===== config.mk =====
export PLATFORM = sky130hd
export DESIGN_NAME = uart_alu_if
export DESIGN_NICKNAME = d
export VERILOG_FILES = /design/src/rtl/uart_alu_if.sv
export SDC_FILE = /design/constraint.sdc
export NUM_CORES = 1
export LEC_CHECK = 0
export ABC_AREA = 1
export BUFFER_PORTS_ARGS = -buffer_cell sky130_fd_sc_hd__buf_4
export CAP_MARGIN = 20
export CORE_ASPECT_RATIO = 0.6
export CORE_UTILIZATION = 33
export CTS_CLUSTER_DIAMETER = 200
export DETAILED_ROUTE_END_ITERATION = 6
export MAX_ROUTING_LAYER = met4
export PLACE_DENSITY_LB_ADDON = 0.3
export SLEW_MARGIN = 20
export SYNTH_ARGS = -nofsm -noshare
export SYNTH_HDL_FRONTEND = slang
export SYNTH_SLANG_ARGS = --single-unit

===== constraint.sdc =====
create_clock -name i_clk -period 2.55 [get_ports i_clk]
set_input_delay 0.255 -clock i_clk [delete_from_list [all_inputs] [get_ports i_clk]]
set_output_delay 0.255 -clock i_clk [all_outputs]
set_load 0.005 [all_outputs]

===== src/rtl/uart_alu_if.sv =====
`default_nettype none
// ============================================================================
//  Module   : uart_alu_if
//  Function : Bridges a UART RX/TX FIFO pair to a combinational ALU. Pops
//             operand A, operand B and an opcode byte, latches the ALU
//             result, then pushes it as a single reply byte.
//  Option   : UART_ALU_TIMEOUT_EN - enables an inter-byte timeout that aborts
//             a partial transaction and pulses o_timeout.
//  Revision : 1.0 - initial release
// ============================================================================
module uart_alu_if #(
   parameter int DBIT        = 8,
   parameter int NB_OP       = 6,
   parameter int TIMEOUT_CYC = 1000000
) (
   input  logic             i_clk,
   input  logic             i_reset,
   input  logic             i_rx_empty,
   input  logic [DBIT-1:0]  i_r_data,
   output logic             o_rd_uart,
   input  logic             i_tx_full,
   output logic             o_wr_uart,
   output logic [DBIT-1:0]  o_w_data,
   output logic [DBIT-1:0]  o_alu_a,
   output logic [DBIT-1:0]  o_alu_b,
   output logic [NB_OP-1:0] o_alu_op,
   input  logic [DBIT-1:0]  i_alu_result,
   output logic             o_timeout
);

   typedef enum logic [2:0] {
      GET_A  = 3'd0,
      GET_B  = 3'd1,
      GET_OP = 3'd2,
      LATCH  = 3'd3,
      SEND   = 3'd4
   } state_t;

   state_t           state_q;
   logic [DBIT-1:0]  alu_a_q;
   logic [DBIT-1:0]  alu_b_q;
   logic [NB_OP-1:0] alu_op_q;
   logic [DBIT-1:0]  w_data_q;
   logic             get_state;
   logic             expire;

   assign get_state = (state_q == GET_A) || (state_q == GET_B) || (state_q == GET_OP);

   // Strobes are combinational so a pop/push lands on the same edge the data is used;
   // gating with reset keeps them quiet while reset is held.
   assign o_rd_uart = i_reset & get_state & ~i_rx_empty;
   assign o_wr_uart = i_reset & (state_q == SEND) & ~i_tx_full;

   assign o_alu_a  = alu_a_q;
   assign o_alu_b  = alu_b_q;
   assign o_alu_op = alu_op_q;
   assign o_w_data = w_data_q;

`ifdef UART_ALU_TIMEOUT_EN
   localparam int                CNT_W    = (TIMEOUT_CYC > 1) ? $clog2(TIMEOUT_CYC) : 1;
   localparam logic [CNT_W-1:0]  CNT_LAST = CNT_W'(TIMEOUT_CYC - 1);

   logic [CNT_W-1:0] tmo_cnt_q;
   logic             timeout_q;
   logic             waiting;

   // Waiting for B or opcode with nothing to pop; a pop always resets the count.
   assign waiting = i_rx_empty && ((state_q == GET_B) || (state_q == GET_OP));
   assign expire  = waiting && (tmo_cnt_q == CNT_LAST);

   // Inter-byte timeout counter and one-cycle abort pulse.
   always_ff @(posedge i_clk) begin
      if (!i_reset) begin
         tmo_cnt_q <= '0;
         timeout_q <= 1'b0;
      end else begin
         timeout_q <= expire;
         if (waiting && !expire) begin
            tmo_cnt_q <= tmo_cnt_q + 1'b1;
         end else begin
            tmo_cnt_q <= '0;
         end
      end
   end

   assign o_timeout = timeout_q;
`else
   assign expire    = 1'b0;
   assign o_timeout = 1'b0;
`endif

   // Transaction sequencer: capture A, B, opcode, latch the result, then push it.
   always_ff @(posedge i_clk) begin
      if (!i_reset) begin
         state_q  <= GET_A;
         alu_a_q  <= '0;
         alu_b_q  <= '0;
         alu_op_q <= '0;
         w_data_q <= '0;
      end else begin
         case (state_q)
            GET_A: begin
               if (!i_rx_empty) begin
                  alu_a_q <= i_r_data;
                  state_q <= GET_B;
               end
            end
            GET_B: begin
               if (!i_rx_empty) begin
                  alu_b_q <= i_r_data;
                  state_q <= GET_OP;
               end else if (expire) begin
                  state_q <= GET_A;
               end
            end
            GET_OP: begin
               if (!i_rx_empty) begin
                  alu_op_q <= i_r_data[NB_OP-1:0];
                  state_q  <= LATCH;
               end else if (expire) begin
                  state_q <= GET_A;
               end
            end
            LATCH: begin
               w_data_q <= i_alu_result;
               state_q  <= SEND;
            end
            SEND: begin
               if (!i_tx_full) begin
                  state_q <= GET_A;
               end
            end
            default: begin
               state_q <= GET_A;
            end
         endcase
      end
   end

endmodule
`default_nettype wire

== Yosys cells after proc, flatten, opt, wreduce, memory -nomap -nowiden ==
Cells that the tools add are included.
Storage, ports and cells
  register bits after elaboration: 33
  bits of input ports: 20
  output and inout bits: 33
  logic and storage cells: 31
Cells by class
  equal/unequal tests: 8
  multiplexer cells: 5
  bitwise operators: 6
  reduce and logical (&&, ||, !) cells: 7
Operators with widths (count)
  3-bit case mux with 5 select lines: 1
  3-bit two-way mux: 4
  2-bit inequality test, second input constant: 4
  3-bit by 2-bit == test with 1-bit output, second input constant: 2
  2-bit AND reduction: 3
  1-bit AND: 4
  4-bit AND reduction: 1
  3-bit by 1-bit == test with 1-bit output, second input constant: 1
  3-bit == test, second input constant: 1
  3-bit logical NOT: 1
  1-bit logical OR: 2
  1-bit NOT: 2

== Longest topological paths before layout ==
  word-level depth: 5
  gate-level depth with buffers: 7
  gate-level depth less buffers: 6

== Worst setup path after synthesis ==
Ideal clock, no wire load.
  kind: input -> output
  start point: input port i_reset
  end point: output port o_wr_uart
  arrival time: 0.846 ns
  data required time: 2.295 ns
  setup slack: 1.449 ns
  cell stages on the path: 4
  cell sequence: clkbuf_2 > clkbuf_1 > nand3_1 > nor2_1
On the way
  longest elaborated chain between the ends: 2
Ends and longest elaborated chain
  start: declaration: line 17  | input logic i_reset,
  1-bit AND (2 in a row): line 52  | assign o_wr_uart = i_reset & (state_q == SEND) & ~i_tx_full;
  end: declaration: line 22  | output logic o_wr_uart,
No other way between the ends.

== Worst setup path in the final report ==
  start point: register state_q[1]
  end point: output port o_rd_uart
On the way
  longest elaborated chain between the ends: 5
  elaborated cells between the ends (all ways): 7
Ends and longest elaborated chain
  start: declaration: line 39  | state_t state_q;
  start signal: assignment: line 95  | state_q <= GET_A;
  start signal: assignment: line 105  | state_q <= GET_B;
  start signal: assignment: line 111  | state_q <= GET_OP;
  3-bit by 1-bit == test with 1-bit output or 3-bit logical NOT (tied branches): line 47  | assign get_state = (state_q == GET_A) || (state_q == GET_B) || (state_q == GET_OP);
  1-bit logical OR: line 47
  1-bit logical OR *: line 47
  1-bit AND * (2 in a row): line 51  | assign o_rd_uart = i_reset & get_state & ~i_rx_empty;
  end: declaration: line 20  | output logic o_rd_uart,
Mark *: on every way between the ends. The rest lies on a longest branch, timed or not.

==> flow_metrics.env <==
export IMPL_outcome="completed"
export IMPL_cpPeakStageDelay_ps=570
export IMPL_core_rowCount=17
export IMPL_clkSlewWorstSetupHoldPaths_ps=60
export IMPL_power_frac_clock_pct=34.6
export IMPL_cts_root_buf="clkbuf_8"
export IMPL_gr_usage_all_layers_pct=17.1
export IMPL_hold_depth=3
export IMPL_stdcell_area_mm2=0.00177
export IMPL_critical_path_slowest_cell="dfxtp_1"
export IMPL_synthMuxAreaShare_pct=0
export IMPL_overflow=0
export IMPL_final_nets=234
export IMPL_grt_start_max_net_pins=19
export IMPL_cp_arrival_ps=1230
export IMPL_leakage_nw=0.760
export IMPL_internal_power_uw=843
export IMPL_power_mw=1.14
export IMPL_multi_input_area_um2=542
export IMPL_gp_congestion=0.767
export IMPL_clk_latency_ps=280
export IMPL_synth_fp_nets=185
export IMPL_fin_util_pct=47.3
export IMPL_areaGrowthSynthToFinish_pct=34.9
export IMPL_reg2regPathDepth=4
export IMPL_critical_path_endpoint_type="output pin"
export IMPL_die_y_um=50.9
export IMPL_finalClockSkew_ps=4.77
export IMPL_rsz0062_at_grt="false"
export IMPL_max_slew_margin_rel_pct=66.5
export IMPL_p_sw_share_pct=26.0
export IMPL_ff_latch_area_um2=661
export IMPL_slew_violations=0
export IMPL_drt_initial_drc_count=114
export IMPL_dp_hpwl_um=2310
export IMPL_synth_adder_area_share_pct=0
export IMPL_fill_cells=382
export IMPL_syn_area_mm2=0.00131
export IMPL_finalCritPeriodShare_pct=58.4
export IMPL_setup_viol=0
export IMPL_tightest_slew_ps=499
export IMPL_worst_setup_path_type="reg2out"
export IMPL_hold_violations=0
export IMPL_cts_setup_buffers=0
export IMPL_totalNegativeSetupSlack_ps=0
export IMPL_cp_cell_sequence="a21oi_1 > nand2_1 > nor2_1 > buf_4"
export IMPL_grt_pass1_vias=1029
export IMPL_vias=1213
export IMPL_p_sw_uw=295
export IMPL_die_area_mm2=0.00425
export IMPL_diodes=0
export IMPL_synth_compound_area_share_pct=15.7
export IMPL_cts_hold_buf=0
export IMPL_yosys_warnings=0
export IMPL_synthCells=165
export IMPL_place_area_mm2=0.00169
export IMPL_clock_sinks=33
export IMPL_ctsResizeCount=0
export IMPL_yosys_area_share_simple_pct=25.2
export IMPL_hold_class="in2reg"
export IMPL_grt_pass1_wl_um=5270
export IMPL_clockBufferDepth=2
export IMPL_core_area_mm2=0.00374
export IMPL_hold_slack_ps=225
export IMPL_fin_crit_ps=1490
export IMPL_power_frac_seq_pct=49.9
export IMPL_worstPathRequired_ps=2300
export IMPL_ant_nets=0
export IMPL_first_pass_iters=4
export IMPL_min_to="o_w_data[4]"
export IMPL_start_util_pct=35.1
export IMPL_drc=0
export IMPL_synth_cell_types=23
export IMPL_synth_xor_area_share_pct=0
export IMPL_reg2reg_to="o_alu_op[0]"
export IMPL_ir_drop_uv=338
export IMPL_synth_avg_cell_area_um2=7.96
export IMPL_finalWorstSetupSlack_ps=1060
export IMPL_dp_cells=254
export IMPL_cts_max_level=2
export IMPL_antenna_found_initial=0
export IMPL_finalNonFillerCells=261
export IMPL_numCtsBuffers=5
export IMPL_p_comb_share_pct=15.5
export IMPL_worstReg2RegStart="state_q[2]"
export IMPL_drive_gt1_share_pct=31.3
export IMPL_ys_seq_area_share_pct=50.3
export IMPL_io_pins=53
export IMPL_synth_seq_cells=33
export IMPL_hp_start="i_alu_result[4]"
export IMPL_die_w_um=83.5
export IMPL_cts_tree="built"
export IMPL_cp_max_fo=7
export IMPL_wl_um=3200
export IMPL_via_per_inst=4.65
export IMPL_place_ws_ps=1060
export IMPL_io_buffers=51
export IMPL_startpoint_type="flip-flop"
export IMPL_powerDensity_mw_per_mm2=642
export IMPL_regToRegSetupSlack_ps=1060
export IMPL_cap_violations=0
export IMPL_route_detailed_wl_per_inst_um=12.3
export IMPL_max_freq_ghz=0.672
export IMPL_synth_top_family_by_area="simple AND/OR/NAND/NOR gates"
layout by cell type, fill, tap and decap left out, drive strengths merged:
cell	instances
o211ai	1
nand2	26
conb	1
clkbuf	7
nor2	24
a21oi	25
dfxtp	33
inv	10
nand3	21
clkinv	1
o21ai	14
buf	51
registers in the layout, summed over array words and instances (netlist names):
register / cells
o_w_data: 8
o_alu_b: 8
o_alu_a: 8
o_alu_op: 6
state_q: 3
worst max-delay path by stage:
stage,from,end,depth (start not counted)
floorplan,i_reset,o_wr_uart,4
global placement,state_q[2],o_alu_op[1],4
detailed placement,state_q[2],o_alu_op[0],4
CTS,state_q[1],o_rd_uart,4
global route,state_q[2],o_alu_op[0],4
finish,state_q[1],o_rd_uart,4
layer usage:
layer  global-route usage, %  share of wire [%]
met4                    6.50               0.84
met1                    26.0                 56
met5                       -                  0
met3                    6.62                5.4
met2                    19.0                 38
Yosys cell counts:
library cell   n  area [um2]
buf_4          3        22.5
clkinv_1       1        3.75
o21ai_2        1        8.76
nor2_4         1        11.3
nand3_1       20         100
o21ai_1        3        15.0
nor2_8         1        20.0
o21ai_0       10        50.1
conb_1         1        3.75
buf_2          1        5.00
inv_1          8        30.0
nor2_2         1        6.26
clkbuf_1       1        3.75
clkbuf_2       1        5.00
nand2_2        3        18.8
nand2_1       23        86.3
a21oi_1       25         125
buf_6          3        33.8
inv_2          2        7.51
dfxtp_1       33         661
o211ai_1       1        7.51
nor2_1        21        78.8
nand3_2        1        10.0
layout make-up:
type | instances | area share (%)
Multi-Input combinational cell | 112 | 30.6
Sequential cell | 33 | 37.3
Timing Repair Buffer | 51 | 21.6
Tap cell | 47 | 3.32
Inverter | 11 | 2.33
Clock buffer | 7 | 4.87
logic make-up (layout without fill, tap and decap cells):
logic type,count (synthesis),count (layout)
buf+inv,20,69
other cells,1,1
flops,33,33
simple gates,71,71
compound gates,40,40
worst max-delay path: cells and delay by family (launching register included):
kind	cells	cell delay [ps]
simple gates	2	110
flops	1	570
buf+inv	1	130
compound gates	1	150
power groups by stage:
stage	combinational (mW)	clock (mW)	sequential, mW
CTS	0.177	0.403	0.568
global placement	0.175	0	0.579
detailed placement	0.177	0	0.579
finish	0.177	0.394	0.568
global route	0.200	0.428	0.571
floorplan	0.105	0	0.575
No activity file was read; power rests on OpenSTA's default activity.
